===== src/rtl/elbeth_lsu_if.sv =====
// Bundled core-request, response and memory-port signals of the elbeth load/store unit.
// The LSU sits on the slave modport; the core/memory environment uses master.
interface elbeth_lsu_if #(
  parameter int ADDR_WIDTH = 8
);
  logic                  req_valid;
  logic                  req_ready;
  logic [ADDR_WIDTH+1:0] req_addr;
  logic                  req_we;
  logic [1:0]            req_size;
  logic                  req_unsigned;
  logic [31:0]           req_data;

  logic                  resp_valid;
  logic [31:0]           resp_data;
  logic                  resp_misaligned;
  logic                  resp_timeout;

  logic                  mem_enable;
  logic [ADDR_WIDTH-1:0] mem_addr;
  logic [31:0]           mem_data_out;
  logic [3:0]            mem_wr;
  logic [31:0]           mem_data_in;
  logic                  mem_ready;

  modport master (
    output req_valid, req_addr, req_we, req_size, req_unsigned, req_data,
    input  req_ready,
    input  resp_valid, resp_data, resp_misaligned, resp_timeout,
    input  mem_enable, mem_addr, mem_data_out, mem_wr,
    output mem_data_in, mem_ready
  );

  modport slave (
    input  req_valid, req_addr, req_we, req_size, req_unsigned, req_data,
    output req_ready,
    output resp_valid, resp_data, resp_misaligned, resp_timeout,
    output mem_enable, mem_addr, mem_data_out, mem_wr,
    input  mem_data_in, mem_ready
  );
endinterface


===== src/rtl/elbeth_lsu.sv =====
// Load/store initiator for one elbeth_memory port: byte/half/word accesses with
// lane steering, load extension, misalignment detection and a ready timeout.
module elbeth_lsu #(
  parameter int ADDR_WIDTH = 8,
  parameter int TIMEOUT    = 15
) (
  input logic       clk,
  input logic       rst,
  elbeth_lsu_if.slave bus
);

  // Wide enough to hold TIMEOUT itself; at least one bit when TIMEOUT is 0.
  localparam int CNT_W = $clog2(TIMEOUT + 2);

  typedef enum logic [1:0] {
    IDLE   = 2'd0,
    ACCESS = 2'd1,
    RESP   = 2'd2
  } state_t;

  state_t state, state_d;

  logic [CNT_W-1:0] cnt, cnt_d, cnt_inc;
  logic [1:0]       lane, lane_d, size, size_d;
  logic             uns, uns_d, we, we_d;
  logic             misaligned, timed_out;

  logic                  req_ready_d, mem_enable_d;
  logic                  resp_valid_d, resp_misaligned_d, resp_timeout_d;
  logic [ADDR_WIDTH-1:0] mem_addr_d;
  logic [31:0]           mem_data_out_d, resp_data_d;
  logic [3:0]            mem_wr_d;

  function automatic logic [3:0] lane_strobes(input logic wr, input logic [1:0] sz,
                                              input logic [1:0] ln);
    logic [3:0] s;
    case (sz)
      2'd0:    s = 4'b0001 << ln;
      2'd1:    s = 4'b0011 << ln;
      default: s = 4'b1111;
    endcase
    return wr ? s : 4'b0000;
  endfunction

  // Store data goes out on every lane so the strobes alone pick the target bytes.
  function automatic logic [31:0] replicate(input logic [1:0] sz, input logic [31:0] d);
    case (sz)
      2'd0:    return {4{d[7:0]}};
      2'd1:    return {2{d[15:0]}};
      default: return d;
    endcase
  endfunction

  function automatic logic [31:0] extract(input logic [31:0] w, input logic [1:0] sz,
                                          input logic [1:0] ln, input logic u);
    logic [7:0]  b;
    logic [15:0] h;
    b = w[{ln, 3'b000} +: 8];
    h = w[{ln[1], 4'b0000} +: 16];
    case (sz)
      2'd0:    return u ? {24'h0, b} : {{24{b[7]}}, b};
      2'd1:    return u ? {16'h0, h} : {{16{h[15]}}, h};
      default: return w;
    endcase
  endfunction

  assign misaligned = (bus.req_size == 2'd3) ||
                      (bus.req_size == 2'd1 && bus.req_addr[0]) ||
                      (bus.req_size == 2'd2 && bus.req_addr[1:0] != 2'b00);

  assign cnt_inc   = cnt + 1'b1;
  assign timed_out = (TIMEOUT != 0) && (cnt_inc == CNT_W'(TIMEOUT));

  // NOTE: the register process uses non-blocking assignments so every flop
  // samples the pre-edge values of the others.
  always_ff @(posedge clk or posedge rst) begin
    if (rst) begin
      state               <= IDLE;
      cnt                 <= '0;
      lane                <= '0;
      size                <= '0;
      uns                 <= 1'b0;
      we                  <= 1'b0;
      bus.req_ready       <= 1'b1;
      bus.mem_enable      <= 1'b0;
      bus.mem_addr        <= '0;
      bus.mem_data_out    <= '0;
      bus.mem_wr          <= '0;
      bus.resp_valid      <= 1'b0;
      bus.resp_data       <= '0;
      bus.resp_misaligned <= 1'b0;
      bus.resp_timeout    <= 1'b0;
    end else begin
      state               <= state_d;
      cnt                 <= cnt_d;
      lane                <= lane_d;
      size                <= size_d;
      uns                 <= uns_d;
      we                  <= we_d;
      bus.req_ready       <= req_ready_d;
      bus.mem_enable      <= mem_enable_d;
      bus.mem_addr        <= mem_addr_d;
      bus.mem_data_out    <= mem_data_out_d;
      bus.mem_wr          <= mem_wr_d;
      bus.resp_valid      <= resp_valid_d;
      bus.resp_data       <= resp_data_d;
      bus.resp_misaligned <= resp_misaligned_d;
      bus.resp_timeout    <= resp_timeout_d;
    end
  end

  // NOTE: each combinational process assigns a default to every output first,
  // so no path through the case statement can infer a latch.
  always_comb begin
    state_d = state;
    case (state)
      IDLE:    if (bus.req_valid) state_d = misaligned ? RESP : ACCESS;
      ACCESS:  if (bus.mem_ready || timed_out) state_d = RESP;
      RESP:    state_d = IDLE;
      default: state_d = IDLE;
    endcase
  end

  always_comb begin
    req_ready_d       = (state_d == IDLE);
    mem_enable_d      = (state_d == ACCESS);
    mem_addr_d        = bus.mem_addr;
    mem_data_out_d    = bus.mem_data_out;
    mem_wr_d          = bus.mem_wr;
    resp_valid_d      = 1'b0;
    resp_data_d       = '0;
    resp_misaligned_d = 1'b0;
    resp_timeout_d    = 1'b0;
    cnt_d             = '0;
    lane_d            = lane;
    size_d            = size;
    uns_d             = uns;
    we_d              = we;

    case (state)
      IDLE: begin
        if (bus.req_valid) begin
          lane_d = bus.req_addr[1:0];
          size_d = bus.req_size;
          uns_d  = bus.req_unsigned;
          we_d   = bus.req_we;
          if (misaligned) begin
            resp_valid_d      = 1'b1;
            resp_misaligned_d = 1'b1;
          end else begin
            mem_addr_d     = bus.req_addr[ADDR_WIDTH+1:2];
            mem_wr_d       = lane_strobes(bus.req_we, bus.req_size, bus.req_addr[1:0]);
            mem_data_out_d = replicate(bus.req_size, bus.req_data);
          end
        end
      end
      ACCESS: begin
        // A ready on the timeout edge still wins.
        if (bus.mem_ready) begin
          resp_valid_d = 1'b1;
          resp_data_d  = we ? 32'h0 : extract(bus.mem_data_in, size, lane, uns);
          mem_wr_d     = 4'b0000;
        end else if (timed_out) begin
          resp_valid_d   = 1'b1;
          resp_timeout_d = 1'b1;
          mem_wr_d       = 4'b0000;
        end else begin
          cnt_d = cnt_inc;
        end
      end
      default: ;
    endcase
  end

endmodule


===== src/flat_wrapper.sv =====
// flat-port wrapper written by rule: the top's interface ports become plain ports
module elbeth_lsu_flat 
#(
  parameter int ADDR_WIDTH = 8,
  parameter int TIMEOUT    = 15
)
  (clk, rst, bus_req_valid, bus_req_addr, bus_req_we, bus_req_size, bus_req_unsigned, bus_req_data, bus_req_ready, bus_resp_valid, bus_resp_data, bus_resp_misaligned, bus_resp_timeout, bus_mem_enable, bus_mem_addr, bus_mem_data_out, bus_mem_wr, bus_mem_data_in, bus_mem_ready);
  elbeth_lsu_if #(.ADDR_WIDTH(ADDR_WIDTH)) bus_i ();
  input logic clk;
  input logic rst;
  input wire logic [$bits(bus_i.req_valid)-1:0] bus_req_valid;
  input wire logic [$bits(bus_i.req_addr)-1:0] bus_req_addr;
  input wire logic [$bits(bus_i.req_we)-1:0] bus_req_we;
  input wire logic [$bits(bus_i.req_size)-1:0] bus_req_size;
  input wire logic [$bits(bus_i.req_unsigned)-1:0] bus_req_unsigned;
  input wire logic [$bits(bus_i.req_data)-1:0] bus_req_data;
  output wire logic [$bits(bus_i.req_ready)-1:0] bus_req_ready;
  output wire logic [$bits(bus_i.resp_valid)-1:0] bus_resp_valid;
  output wire logic [$bits(bus_i.resp_data)-1:0] bus_resp_data;
  output wire logic [$bits(bus_i.resp_misaligned)-1:0] bus_resp_misaligned;
  output wire logic [$bits(bus_i.resp_timeout)-1:0] bus_resp_timeout;
  output wire logic [$bits(bus_i.mem_enable)-1:0] bus_mem_enable;
  output wire logic [$bits(bus_i.mem_addr)-1:0] bus_mem_addr;
  output wire logic [$bits(bus_i.mem_data_out)-1:0] bus_mem_data_out;
  output wire logic [$bits(bus_i.mem_wr)-1:0] bus_mem_wr;
  input wire logic [$bits(bus_i.mem_data_in)-1:0] bus_mem_data_in;
  input wire logic [$bits(bus_i.mem_ready)-1:0] bus_mem_ready;
  assign bus_i.req_valid = bus_req_valid;
  assign bus_i.req_addr = bus_req_addr;
  assign bus_i.req_we = bus_req_we;
  assign bus_i.req_size = bus_req_size;
  assign bus_i.req_unsigned = bus_req_unsigned;
  assign bus_i.req_data = bus_req_data;
  assign bus_req_ready = bus_i.req_ready;
  assign bus_resp_valid = bus_i.resp_valid;
  assign bus_resp_data = bus_i.resp_data;
  assign bus_resp_misaligned = bus_i.resp_misaligned;
  assign bus_resp_timeout = bus_i.resp_timeout;
  assign bus_mem_enable = bus_i.mem_enable;
  assign bus_mem_addr = bus_i.mem_addr;
  assign bus_mem_data_out = bus_i.mem_data_out;
  assign bus_mem_wr = bus_i.mem_wr;
  assign bus_i.mem_data_in = bus_mem_data_in;
  assign bus_i.mem_ready = bus_mem_ready;
  elbeth_lsu #(.ADDR_WIDTH(ADDR_WIDTH), .TIMEOUT(TIMEOUT)) u_core (.clk(clk), .rst(rst), .bus(bus_i));
endmodule

===== config.mk =====
export PLATFORM = sky130hd
export DESIGN_NAME = elbeth_lsu_flat
export DESIGN_NICKNAME = d
export VERILOG_FILES = /design/src/rtl/elbeth_lsu_if.sv /design/src/rtl/elbeth_lsu.sv /design/src/flat_wrapper.sv
export SDC_FILE = /design/constraint.sdc
export NUM_CORES = 1
export LEC_CHECK = 0
export BUFFER_PORTS_ARGS = -buffer_cell sky130_fd_sc_hd__clkbuf_2
export CAP_MARGIN = 20
export CORE_MARGIN = 5
export CORE_UTILIZATION = 40
export CTS_CLUSTER_SIZE = 20
export DETAILED_ROUTE_END_ITERATION = 10
export PLACE_DENSITY = 0.69
export SLEW_MARGIN = 5
export SYNTH_ARGS = -nofsm -noshare
export SYNTH_HDL_FRONTEND = slang
export SYNTH_SLANG_ARGS = --single-unit

===== constraint.sdc =====
create_clock -name clk -period 4.79 [get_ports clk]
set_clock_uncertainty 0.15 [all_clocks]
set_input_delay 0.479 -clock clk [delete_from_list [all_inputs] [get_ports clk]]
set_output_delay 0.479 -clock clk [all_outputs]
set_load 0.005 [all_outputs]

==> results.py <==
metrics = {
    "critical_path": {
        "cp.depth": 4,
        "critPathLaunchType": "register",
        "path_cells": "nand4bb_1 -> nor2_2 -> nand2_1 -> nand2_1",
        "r2r_end": "u_core.bus.resp_data[20]",
        "slowest_library_cell_on_the_worst_path": "nor2_2",
        "timing.rr.start": "u_core.state[1]",
        "cp.required_ps": 4930,
        "end_kind": "register",
        "crit_top_cell": "nand2_1",
        "ff2ff_setup_slack_ps": 2420,
        "worst_r2r_path_depth": 4,
        "path_buf_inv": 0,
        "delay_of_the_slowest_cell_on_the_worst_path_ps": 790,
        "timing.critical_path.fanout_max": 18,
        "critical_path_class": "register to register",
        "timing.critical_path.max_delay_family": "simple AND/OR/NAND/NOR gates",
        "arrival_ps": 2510,
    },
    "timing": {
        "totalNegativeSetupSlack_ps": 0,
        "grt_setup_unrepaired": "false",
        "post-route-period-util": 0.495,
        "setup-violations-final": 0,
        "fmax_ghz": 0.422,
        "timing.final.crit_period_ps": 2370,
        "worst_tran_pin_value_ps": 819,
        "report.final.hold_viol_count": 0,
        "relSlewSlack": 0.451,
        "slew_viol_final": 0,
    },
    "cells_and_area": {
        "areaGrowthSynthToFinish_pct": 29.7,
        "instances_no_fill": 671,
        "final_layout_size_suffix_gt1_frac": 0.417,
        "finish.utilization": 0.524,
        "diodes": 0,
        "mostFrequentLayoutCell": "clkbuf_2",
        "mostFrequentLayoutCells": "clkbuf_2, dfrtp_1, nand2_1",
        "nFillCells": 959,
        "nNetsFinal": 616,
    },
    "routing": {
        "iteration_count_of_the_initial_detailed_routing_pass": 4,
        "drc_errors": 0,
        "via_count": 3377,
        "drt_wl_total_microns": 10900,
        "initialDrtViolationCount": 164,
        "routed_via_density": 5.03,
        "detail_route.wl_per_cell_microns": 16.2,
        "final_antenna_net_count": 0,
    },
    "placed_design": {
        "dpl.cell_count": 655,
        "place.gp.congestion": 0.824,
        "post-dp-hpwl_microns": 8330,
        "buffer_ports.inserted": 162,
    },
    "power_and_ir_drop": {
        "peakVddDrop_uv": 234,
        "powerDensity_mw_per_mm2": 447,
        "static_leakage_power_nw": 2.80,
    },
    "clock_tree": {
        "cts_tree": "yes",
        "cts_root_buffer": "clkbuf_8",
        "clock_transition_at_the_registers_of_the_reported_paths_ps": 90,
        "cts-root-to-sink-buffers": 2,
        "cts.sink_count": 94,
        "worst_skew_pair_later_pin_latency_ps": 360,
        "h-tree-depth": 3,
        "cts_inserted_buffers": 9,
        "cts_post_setup_buffers_inserted": 0,
    },
    "floorplanning": {
        "floorplan.die.height_microns": 111,
        "design.die.area_sq_mm": 0.0124,
        "initial_core_util": 0.404,
        "fp.coreArea_sq_mm": 0.0102,
        "top_level_ports": 163,
        "num_rows": 37,
        "chipWidth_microns": 111,
    },
    "run_status": {
        "run_status": "finished, final reports clean",
    },
    "yosys": {
        "synth_cell_types": 40,
        "netlist_area_sq_mm": 0.00412,
        "ys_seq_elements": 94,
        "syn_area_per_cell_sq_um": 11.0,
        "synth_edf_count": 0,
        "yosys_warnings": 0,
        "synth_cells": 374,
        "synth.net_count": 458,
        "synth-seq-area-share": 0.572,
        "async_reset_ff_frac": 1.00,
        "synth-main-ff-cell": "dfrtp_1",
    },
    "min_path": {
        "timing.hold.worst.start": "bus_mem_data_in[30]",
        "worstHoldEndpoint": "u_core.bus.resp_data[30]",
        "holdPathStages": 3,
        "min_path_type": "input port to register",
    },
    "global_route": {
        "first_global_vias": 3453,
        "grt_pass1_wl_microns": 17600,
        "maximum_number_of_pins_on_one_net_before_global_route_repair": 64,
        "grt_util_all_layers": 0.175,
        "grt_antenna_before_repair": 0,
        "grt.overflow.total": 0,
    },
    "flow_run": {
        "max-cap-violations": 0,
    },
}
## logic make-up (layout without fill, tap and decap cells)
family / count (synthesis) / count (layout) / synth area share
AND/OR/NAND/NOR: 130 / 130 / 0.144
adder cells (fa/ha/maj): 2 / 2 / 0.00608
multiplexers: 54 / 54 / 0.143
flip-flops: 94 / 94 / 0.572
XOR/XNOR: 3 / 3 / 0.00638
AO/OA/AOI/OAI: 66 / 66 / 0.103
buffers and inverters: 25 / 186 / 0.0261
## routing by layer
metal	share of wire	wire length, microns	track usage
met1	0.45	4950	0.237
met2	0.43	4730	0.258
met3	0.091	986	0.0614
met4	0.019	212	0.0697
met5	0	0	0
## cell type report
type,count,area (sq um),share of cell area
inverter,4,16.3,0.00305
multi-input combinational,255,1660,0.312
sequential,94,2350,0.441
clock buffer,10,138,0.0258
clock inverter,4,120,0.0225
tap,136,170,0.0319
timing repair buffer,168,878,0.164
## Yosys cell counts, drive strengths merged, types with 2 or more instances
master	number	area, sq um
a211oi	7	52.6
clkbuf	13	48.8
xor2	2	17.5
mux2i	25	250
nand2b	2	12.5
nand2	60	225
nor3	14	80.1
nor2	36	140
o22ai	5	31.3
nor2b	4	32.5
inv	4	15.0
ha	2	25.0
a21oi	13	65.1
a222oi	7	70.1
nor3b	4	41.3
nand3	6	30.0
a21o	2	15.0
dfrtp	93	2330
o21ai	29	164
mux2	28	315
buf	8	43.8
## worst max path at each step
stage / start / endpoint / slack (ps)
6_report: u_core.state[1] / u_core.bus.resp_data[20] / 2420
5_1_grt: u_core.state[1] / u_core.bus.resp_data[21] / 2270
4_1_cts: u_core.state[1] / u_core.bus.resp_data[20] / 2450
3_5_place_dp: bus_req_size[1] / u_core.bus.mem_addr[6] / 2300
3_3_place_gp: bus_req_size[1] / u_core.bus.mem_data_out[6] / 2330
2_1_floorplan: rst / u_core.bus.mem_addr[0] / 1710
## timing repair
action | CTS | global route
endpoints found under the hold margin | 0 | 13
endpoints found under the setup margin | 0 | 0
hold buffers | 0 | 1
resized for setup | 0 | 0
## power breakdown
group          leakage (nW)  total, mW  switching (mW)  internal [mW]
sequential             1.22       1.10           0.131          0.966
combinational          1.46      0.613           0.300          0.313
clock                 0.128      0.678           0.270          0.408
total                  2.80       2.39           0.701           1.69
## state kept, by name, summed over array words and instances, names as in the netlist
| name | flops |
|---|---|
| u_core.lane | 2 |
| u_core.size | 2 |
| u_core.cnt | 5 |
| u_core.bus.resp_timeout | 1 |
| u_core.bus.req_ready | 1 |
| u_core.bus.mem_enable | 1 |
| u_core.bus.resp_data | 32 |
| u_core.bus.mem_data_out | 32 |
| u_core.uns | 1 |
| u_core.we | 1 |
| u_core.bus.mem_wr | 4 |
| u_core.bus.resp_valid | 1 |
| u_core.bus.mem_addr | 8 |
| u_core.state | 2 |
| u_core.bus.resp_misaligned | 1 |
## tightest hold or removal path, stage by stage
cell	delay [ps]
clkbuf_2	90
nand2_1	40
nand2_1	50
## stage by stage
step / hold slack (ps) / power, mW / instance area (sq um) / setup slack, ps
finish: 186 / 2.39 / 5340 / 2420
global route: 183 / 2.53 / 5340 / 2270
CTS: 179 / 2.40 / 5300 / 2450
detailed placement: 325 / 1.73 / 5040 / 2300
global placement: 316 / 1.71 / 5040 / 2330
floorplan: 303 / 1.43 / 4120 / 1710
(Power assumes the default switching activity.)
